$ cat config.mk
export PLATFORM = sky130hd
export DESIGN_NAME = tmr_ctrl
export DESIGN_NICKNAME = d
export VERILOG_FILES = /design/src/rtl/tmr_ctrl.sv
export SDC_FILE = /design/constraint.sdc
export NUM_CORES = 1
export LEC_CHECK = 0
export CORE_ASPECT_RATIO = 1.25
export CORE_MARGIN = 2
export CORE_UTILIZATION = 51
export DETAILED_ROUTE_END_ITERATION = 8
export MAX_ROUTING_LAYER = met4
export PLACE_DENSITY = 0.75
export SYNTH_ARGS = -nofsm -noshare
export SYNTH_HDL_FRONTEND = slang
export SYNTH_SLANG_ARGS = --single-unit
$ cat constraint.sdc
create_clock -name clk -period 2.45 [get_ports clk]
set_input_delay 0.6125 -clock clk [delete_from_list [all_inputs] [get_ports clk]]
set_output_delay 0.6125 -clock clk [all_outputs]
set_load 0.02 [all_outputs]
$ cat src/rtl/tmr_ctrl.sv
// tmr_ctrl: bus-mapped millisecond timer for the RISC5 I/O space.
//   A 16-bit prescaler divides clk down to a 1 ms tick. Each tick advances a
//   32-bit ms counter. When a tick takes the counter onto the alarm value,
//   PEND is set, and irq (PEND & IE, registered) is raised until software
//   clears PEND.
//
// Optional feature: define TMR_PERIODIC_EN to implement the PER control bit
// and the PERIOD register. With PER=1, every match reloads CMP with
// CMP + PERIOD. Without the macro, PER reads 0 and PERIOD reads 0, and
// writes to either are ignored.
//
// Register map (addr):
//   0 CNT     R/W  ms count
//   1 CMP     R/W  alarm value
//   2 CTRL    bit0 RUN, bit1 IE, bit2 PER, bit3 PEND (write 1 clears)
//   3 PERIOD  R/W  periodic reload step
//
// Ports:
//   clk   clock
//   rst   synchronous active-high reset
//   stb   bus strobe, one cycle per access
//   we    1 = write, 0 = read (sampled with stb)
//   addr  register select
//   din   write data
//   dout  read data, valid while ack=1
//   ack   access complete, one cycle after stb
//   irq   level interrupt request
module tmr_ctrl #(
  parameter int DIV = 25000
) (
  input  logic        clk,
  input  logic        rst,
  input  logic        stb,
  input  logic        we,
  input  logic [1:0]  addr,
  input  logic [31:0] din,
  output logic [31:0] dout,
  output logic        ack,
  output logic        irq
);

  localparam logic [15:0] PRESC_TOP = 16'(DIV - 1);

  logic [15:0] presc;
  logic [31:0] cnt;
  logic [31:0] cmp;
  logic        run;
  logic        ie;
  logic        pend;
  logic        per;
  logic [31:0] period;

  logic        tick;
  logic        wr_cnt;
  logic        wr_cmp;
  logic        wr_ctrl;
  logic        match;
  logic [31:0] cnt_inc;
  logic [31:0] rdata;

  assign tick    = run && (presc == PRESC_TOP);
  assign wr_cnt  = stb && we && (addr == 2'd0);
  assign wr_cmp  = stb && we && (addr == 2'd1);
  assign wr_ctrl = stb && we && (addr == 2'd2);
  assign cnt_inc = cnt + 32'd1;
  // A CNT write in the same cycle suppresses the compare entirely.
  assign match   = tick && !wr_cnt && (cnt_inc == cmp);

  always_comb begin
    rdata = 32'd0;
    case (addr)
      2'd0:    rdata = cnt;
      2'd1:    rdata = cmp;
      2'd2:    rdata = {28'd0, pend, per, ie, run};
      default: rdata = period;
    endcase
  end

  always_ff @(posedge clk) begin
    if (rst) begin
      presc <= 16'd0;
      cnt   <= 32'd0;
      cmp   <= 32'hFFFF_FFFF;
      run   <= 1'b0;
      ie    <= 1'b0;
      pend  <= 1'b0;
      ack   <= 1'b0;
      dout  <= 32'd0;
      irq   <= 1'b0;
    end else begin
      ack  <= stb;
      dout <= stb ? rdata : 32'd0;
      // irq follows PEND/IE with one cycle of lag.
      irq  <= pend && ie;

      if (wr_cnt) begin
        cnt   <= din;
        presc <= 16'd0;
      end else begin
        if (tick) cnt <= cnt_inc;
        if (run)  presc <= tick ? 16'd0 : presc + 16'd1;
      end

      if (wr_cmp) begin
        cmp <= din;
      end
`ifdef TMR_PERIODIC_EN
      else if (match && per) begin
        cmp <= cmp + period;
      end
`endif

      if (wr_ctrl) begin
        run <= din[0];
        ie  <= din[1];
      end

      // A match sets PEND even if software clears it in the same cycle.
      if (match) begin
        pend <= 1'b1;
      end else if (wr_ctrl && din[3]) begin
        pend <= 1'b0;
      end
    end
  end

`ifdef TMR_PERIODIC_EN
  always_ff @(posedge clk) begin
    if (rst) begin
      per    <= 1'b0;
      period <= 32'd0;
    end else begin
      if (wr_ctrl) per <= din[2];
      if (stb && we && (addr == 2'd3)) period <= din;
    end
  end
`else
  assign per    = 1'b0;
  assign period = 32'd0;
`endif

endmodule

Word level (Yosys, flattened, before mapping)

Index checks and enable logic that the tools add are counted.

Add/subtract/negate cells: 2
Equality and inequality tests: 4
Muxes and demuxes: 6
Bitwise operators: 1
Reductions and logical operators: 15

Operators by type and width:

| kind                  | number |
|---|---|
| $pmux 32 s3           | 1 |
| $mux 32               | 2 |
| $add 32x1->32 const B | 1 |
| $eq 32x32->1          | 1 |
| $add 16x1->16 const B | 1 |
| $eq 16x15->1 const B  | 1 |
| $mux 16               | 1 |
| $logic_and 1x1->1     | 9 |
| $reduce_bool 2->1     | 2 |
| $reduce_or 2->1       | 2 |
| $eq 2x1->1 const B    | 1 |
| $eq 2x2->1 const B    | 1 |
| $logic_not 2->1       | 1 |
| $mux 1                | 2 |
| $logic_not 1->1       | 1 |
| $not 1->1             | 1 |

Bits in registers: 117
Input port bits: 38
Output and inout port bits: 34
Logic and storage cells: 37

Longest topological paths before layout

Gate-level depths: netlist of run 1.

Depth after elaboration: 6
Mapped depth: 10
Gate-level depth less buffers: 8

Worst setup path after synthesis of run 1

No wires, ideal clock.

Path type: flip-flop to flip-flop
Start point: register cnt[0]
End point: register pend
Setup time: 0.060 ns
Arrival: 2.357 ns
Required time: 2.390 ns
Slack: 0.033 ns
Cell stages (with the launch flop): 10
Path buffers: 1
Clock period less this slack: 2.417 ns
Cells stage by stage: dfxtp_1 ha_1 and3_1 and4_1 clkbuf_1 a21oi_1 or4_1 a2111oi_0 nand4_1 nand2_1

Cells in the longest elaborated chain, start to end: 4
Elaborated cells between the ends (all ways): 5
Those cells by class: 1 x add/sub; 1 x eq/ne; 1 x mux; 2 x reduce/logical

RTL lines:

| what                                        | line | text |
|---|---|---|
| start, declared                             | 45   | `logic [31:0] cnt;` |
| start signal, assigned                      | 97   | `cnt <= din;` |
| start signal, assigned                      | 100  | `if (tick) cnt <= cnt_inc;` |
| $add 32x1->32 *                             | 65   | `assign cnt_inc = cnt + 32'd1;` |
| $eq 32x32->1 *                              | 67   | `assign match = tick && !wr_cnt && (cnt_inc == cmp);` |
| $logic_and 1x1->1 *                         | 67   |  |
| $mux 1 or $reduce_bool 2->1 (tied branches) | n/a  |  |
| end signal, assigned                        | 86   | `pend <= 1'b0;` |
| end signal, assigned                        | 120  | `pend <= 1'b1;` |
| end signal, assigned                        | 122  | `pend <= 1'b0;` |
| end, declared                               | 49   | `logic pend;` |

Every way passes the cells marked *; elsewhere a longest branch is shown, timed or not.
A chain may end at the register's enable or synchronous reset.

Final worst setup path of run 1

Start point: register presc[10]
End point: register cnt[15]

Cells in the longest elaborated chain, start to end: 3

RTL lines:

| what                        | line | text |
|---|---|---|
| start, declared             | 44   | `logic [15:0] presc;` |
| start signal, assigned      | 101  | `if (run) presc <= tick ? 16'd0 : presc + 16'd1;` |
| $eq 16x15->1                | 61   | `assign tick = run && (presc == PRESC_TOP);` |
| $logic_and 1x1->1           | 61   |  |
| $reduce_bool 2->1 (no line) | n/a  |  |

No other way between the ends.

==> impl_metrics.tcl, run 1 <==
set metrics [dict create \
    slew-limit-headroom_pct 55.51 \
    design_area_mm2 0.007833 \
    clk_pin_slew_worst_paths_ns 0.06 \
    grt_usage_pct 29.22 \
    avgRoutedWirePerCell_um 17.45 \
    crit_fanout 2 \
    die_w_um 102.4 \
    grt_antenna_before_repair 0 \
    swShare_pct 24.42 \
    cts_tree "built" \
    synthCells 734 \
    nNetsFinal 864 \
    synth_edf_count 0 \
    fin_setup_tns_ns 0 \
    fmaxAchievable_ghz 0.4189 \
    wl_met2_mm 8.783 \
    fillers 975 \
    yosysMostFrequentCell "dfxtp_1" \
    avgSynthCellArea_um2 8.411 \
    antenna_cells 0 \
    holdWs_ns 0.4978 \
    clkPwrFrac_pct 49.3 \
    synth-async-reset-ratio_pct 0 \
    vias 5643 \
    core_area_mm2 0.01173 \
    ys_ff_latch 117 \
    synth.top_cell.area_share_pct 37.94 \
    endpoint "cnt[15]" \
    reg2reg_depth 5 \
    grt_overflow 0 \
    dp_slack_ns 0.008363 \
    hold_viol 0 \
    worst_hold_path_type "register to register" \
    startpoint "presc[10]" \
    utilization_pct 66.79 \
    dp_hpwl_mm 12.33 \
    yosysWarnings 0 \
    rows 44 \
    fin_cells 998 \
    synth.top_cells.by_count "dfxtp_1, nor2_1, nand2_1" \
    drc_errors 0 \
    synthToLayoutAreaGrowth_pct 26.87 \
    worst_ep_arrival_time_ns 2.73 \
    startpoint_type "register" \
    postCtsHoldBufs 0 \
    path_class "register to register" \
    reg2reg_slack_ns 0.06 \
    via_per_inst 5.654 \
    clockBufferDepth 2 \
    die_y_um 127.0 \
    status "finished clean" \
    drive_gt1_share_pct 14.34 \
    post-route-period-util_pct 97.45 \
    cts.sinks 117 \
    grt_pass1_wl_mm 28.45 \
    ant_nets 0 \
    fin_skew_ns 0.008970 \
    yosys.cell_types.count 56 \
    multi_input_area_mm2 0.003513 \
    root_buffer "clkbuf_16" \
    drt_pass1_iterations 5 \
    ios 72 \
    netlist_area_mm2 0.006173 \
    synth_flop_cell "dfxtp_1" \
    tightest_slew_ns 0.6674 \
    htreeDepth 4 \
    r2r_end "cnt[15]" \
    comb_power_share_pct 9.3 \
    grt_start_max_net_pins 64 \
    dr.max_layer_used "met4" \
    clock_latency_ns 0.44 \
    seqCellArea_mm2 0.002347 \
    p_leak_nw 3.031 \
    drt-met1-wl_mm 7.028 \
    syn-num-nets 774 \
    p_seq_share_pct 41.4 \
    power_density_mw_per_mm2 619.5 \
    cp_data_required_time_ns 2.80 \
    fin_total_pwr_mw 4.852 \
    reg2reg_from "presc[10]" \
    routabilityCongestion 0.9544 \
    crit_path_end_kind "register" \
    floorplan.initialDensity_pct 52.65 \
    synthTopCellsByArea "dfxtp_1, xnor2_1, mux2i_1" \
    yosys.area.top_type "dfxtp_1" \
    post_dp_cell_area_mm2 0.007216 \
    grt_pass1_vias 5749 \
    ir_drop_mv 0.4292 \
    die_area_mm2 0.01301 \
    cap_viol_max_count 0 \
    p_int_mw 3.667 \
    wl_met3_um 918 \
    numCtsBuffers 17 \
    p_sw_mw 1.185 \
    routed_wl_mm 17.42 \
    layout_setup_ws_ns 0.06253 \
    rsz0062_at_grt "yes" \
    first_iter_violations 225 \
    final-setup-viol-count 0 \
    dp_cells 964 \
    seq_area_frac_synth_pct 37.94 \
    port_buffers 71 \
    slew_viol_final 0 \
    min_period_ns 2.387 \
]
## placed cells by master (no fill, tap or decap), types with 4 or more instances in the layout
cell               n
o21ai_0            6
clkinv_4           4
buf_4             60
nor4_1             4
or3_1              9
a21oi_1           11
dfxtp_1          113
nor3_1            17
nand2_1           97
nand3_1           18
nand3b_1          33
xor2_1            39
clkinv_2           5
xnor2_1           45
a211oi_1          28
clkbuf_16         17
dfxtp_2            4
and3_1            11
and4_1            12
a31o_2             4
nand4_1           29
mux2i_1           38
clkdlybuf4s50_1   69
nor2_1            99
## cell type report
type | count | area share, %
tap | 161 | 2.572
multi-input combinational | 552 | 44.86
timing repair buffer | 133 | 15.21
clock buffer | 19 | 5.527
inverter | 3 | 0.1438
clock inverter | 13 | 1.725
sequential | 117 | 29.97
## critical path: stages, from the launching register on
cell      delay, ns
dfxtp_2        0.31
or4_4          0.54
or4_4          0.55
or3_4          0.34
or3_1          0.30
a311oi_1       0.26
## per-layer routing
layer / up-vias / track usage (%)
li1: 2731 / -
met1: 2678 / 33.24
met2: 184 / 47.21
met3: 50 / 6.182
met4: 0 / 16.63
met5: - / -
## flip-flops by register name (all words and copies together) (netlist names)
name,count
irq,1
presc,16
cmp,32
ie,1
ack,1
run,1
pend,1
dout,32
cnt,32
## power groups by stage
| stage | Sequential (mW) | Combinational (mW) | Clock, mW |
|---|---|---|---|
| after global routing | 2.01 | 0.490 | 2.52 |
| after CTS | 2.01 | 0.451 | 2.42 |
| after detailed placement | 2.05 | 0.446 | 0 |
| after global placement | 2.04 | 0.440 | 0 |
| after floorplan | 2.05 | 0.255 | 0 |
| final | 2.01 | 0.452 | 2.39 |
## worst min-delay path by stage
stage               startpoint        end  slack (ns)  cells after the start
floorplan                 pend       pend        0.45                      2
global placement     presc[15]  presc[15]        0.48                      2
detailed placement     cmp[30]    cmp[30]        0.49                      2
CTS                    cmp[30]    cmp[30]        0.50                      2
global route               rst         ie        0.52                      2
finish                 cmp[31]    cmp[31]        0.50                      2
## timing repair
action	CTS	global route
pin swaps	1	4
setup endpoints to repair	2	2
resized for setup	1	9
setup buffers	0	2
## cells by family (layout without fill, tap and decap cells)
kind of cell               Yosys count  count (layout)  synth area share [%]
AOI/OAI and AO/OA                   66              66                 7.600
xor gates and xnor gates            84              84                 11.92
adders and majority gates            2               2                0.4053
buffers and inverters               65             168                 5.736
DFF                                117             117                 37.94
muxes                               39              39                 6.344
and+or+nand+nor                    361             361                 30.06
Note: power is estimated with default switching activity, not from simulation.
==> run 2: changes to the inputs <==
--- a/config.mk
+++ b/config.mk
@@ -7,10 +7,11 @@
 export LEC_CHECK = 0
 export CORE_ASPECT_RATIO = 1.25
 export CORE_MARGIN = 2
-export CORE_UTILIZATION = 51
+export CORE_UTILIZATION = 58
 export DETAILED_ROUTE_END_ITERATION = 8
+export DONT_BUFFER_PORTS = 1
 export MAX_ROUTING_LAYER = met4
-export PLACE_DENSITY = 0.75
+export PLACE_DENSITY = 0.74
 export SYNTH_ARGS = -nofsm -noshare
 export SYNTH_HDL_FRONTEND = slang
 export SYNTH_SLANG_ARGS = --single-unit
==> constraint.sdc (replaced) <==
create_clock -name clk -period 2.45 [get_ports clk]
set_input_delay 0.49 -clock clk [delete_from_list [all_inputs] [get_ports clk]]
set_output_delay 0.49 -clock clk [all_outputs]
set_load 0.02 [all_outputs]
==> run 2 against run 1 <==
Effect of this change:
- fmax down 1.2%
- routed wire length is 2.0% lower
- count of clock-buffer cells in the layout did not move
- global-route usage is 2.6 points higher
- clock power up 13%
- combinational power decreased by 37%
- via count shrank 4.1%
- clock skew fell by 0.0012 ns
- worst hold slack worse by 0.35 ns
- critical path type unchanged
- largest cell class unchanged
==> impl_metrics.tcl, run 2 (synthesized netlist as in run 1, its figures left out) <==
set metrics [dict create \
    grt_antenna_before_repair 0 \
    antenna_cells 0 \
    status "finished clean" \
    p_leak_nw 2.791 \
    routed_wl_mm 17.07 \
    ios 72 \
    reg2reg_from "presc[12]" \
    port_buffers 0 \
    crit_fanout 2 \
    ant_nets 0 \
    worst_ep_arrival_time_ns 2.74 \
    reg_top3 "cmp x32, cnt x32, dout x32" \
    drt_pass1_iterations 6 \
    cpMaxStageDelayCell "or4_4" \
    vias 5409 \
    die_w_um 96.28 \
    p_sw_mw 1.116 \
    cts.sinks 117 \
    power_density_mw_per_mm2 700.3 \
    synthToLayoutAreaGrowth_pct 15.95 \
    fillers 897 \
    dp_hpwl_mm 11.71 \
    grt_pass1_vias 5395 \
    fin_setup_tns_ns 0 \
    slew-limit-headroom_pct 55.23 \
    clkPwrFrac_pct 53.8 \
    worst_hold_path_type "input port to register" \
    first_iter_violations 329 \
    slew_viol_final 0 \
    path_class "register to register" \
    p_seq_share_pct 40.5 \
    holdPathEnd "cnt[31]" \
    postCtsHoldBufs 0 \
    comb_power_share_pct 5.6 \
    startpoint_type "register" \
    grt_pass1_wl_mm 27.19 \
    critPathMaxStageDelay_ns 0.54 \
    cp_data_required_time_ns 2.77 \
    reg2reg_depth 5 \
    utilization_pct 68.45 \
    holdWs_ns 0.1498 \
    final_cell_mix "dfxtp_1, nor2_1, nand2_1" \
    cts_tree "built" \
    worst-path-buf-inv 0 \
    startpoint "presc[12]" \
    swShare_pct 22.26 \
    min_period_ns 2.415 \
    avgRoutedWirePerCell_um 19.07 \
    r2r_end "cnt[15]" \
    hp-start "rst" \
    hold_viol 0 \
    drc_errors 0 \
    rows 42 \
    fin_skew_ns 0.007735 \
    clock_latency_ns 0.42 \
    die_area_mm2 0.01149 \
    htreeDepth 4 \
    tightest_slew_ns 0.6716 \
    post-route-period-util_pct 98.59 \
    die_y_um 119.3 \
    floorplan.initialDensity_pct 59.03 \
    whs_path_depth 1 \
    ir_drop_mv 0.6411 \
    core_area_mm2 0.01046 \
    post-cts-setup-buffers 0 \
    fmaxAchievable_ghz 0.4140 \
    clk_pin_slew_worst_paths_ns 0.05 \
    grt_usage_pct 31.79 \
    crit_path_end_kind "register" \
    p_int_mw 3.897 \
    root_buffer "clkbuf_16" \
    nNetsFinal 790 \
    numCtsBuffers 17 \
    routabilityCongestion 0.9657 \
    grt_start_max_net_pins 74 \
    clockBufferDepth 2 \
    path_cells "or4_4 > or4_4 > or3_4 > or3_1 > a311oi_1" \
    cap_viol_max_count 0 \
    grt_overflow 0 \
    design_area_mm2 0.007158 \
    drive_gt1_share_pct 15.47 \
    crit_path_frequent_cell "or4_4" \
    crit_family "simple AND/OR/NAND/NOR gates" \
    reg2reg_slack_ns 0.03 \
    post_dp_cell_area_mm2 0.006446 \
    via_per_inst 6.044 \
    final_common_cell "dfxtp_1" \
    final-setup-viol-count 0 \
    fin_total_pwr_mw 5.013 \
]
-- run 2: final cells by class --
type | instances | area (um^2) | area share, %
Tap cell | 132 | 165.2 | 2.307
Timing Repair Buffer | 59 | 442.9 | 6.188
Sequential cell | 117 | 2346 | 32.77
Clock inverter | 13 | 206.4 | 2.884
Multi-Input combinational cell | 552 | 3553 | 49.64
Inverter | 3 | 11.26 | 0.1573
Clock buffer | 19 | 432.9 | 6.048
-- run 2: worst max-delay path by stage --
stage	endpoint	cells past startpoint
4_1_cts	cnt[15]	5
6_report	cnt[15]	5
3_3_place_gp	cnt[15]	5
5_1_grt	cnt[27]	7
3_5_place_dp	cnt[15]	5
2_1_floorplan	pend	9
-- run 2: timing repair --
item / CTS / global route
endpoints found under the setup margin: 1 / 7
hold endpoints to repair: 0 / 0
gates resized for setup: 1 / 14
pin swaps: 0 / 5
-- run 2: worst reg2reg max path, stage by stage, from the launching register on --
cell and delay [ns]:
dfxtp_1 0.31, or4_4 0.54, or4_4 0.53, or3_4 0.35, or3_1 0.36, a311oi_1 0.24
-- run 2: power by group through the flow --
stage	logic (mW)	clock network (mW)	registers [mW]
2_1_floorplan	0.255	0	2.05
3_3_place_gp	0.269	0	2.07
3_5_place_dp	0.276	0	2.07
4_1_cts	0.280	2.73	2.03
5_1_grt	0.309	2.81	2.04
6_report	0.283	2.70	2.03
-- run 2: per-stage QoR --
| step | cells | worst slack (ns) |
|---|---|---|
| floorplan | 734 | 0.03329 |
| detailed placement | 863 | 0.01290 |
| CTS | 895 | 0.001025 |
| global route | 895 | -0.008038 |
| finish | 895 | 0.03461 |
| global placement | 863 | 0.03069 |
-- run 2: routing by layer --
layer	track usage, %	routed length, um	up-vias
li1	-	-	2591
met1	36.56	6773	2596
met2	53.65	8949	187
met3	7.211	938	35
met4	10.89	409	0
met5	-	0	-
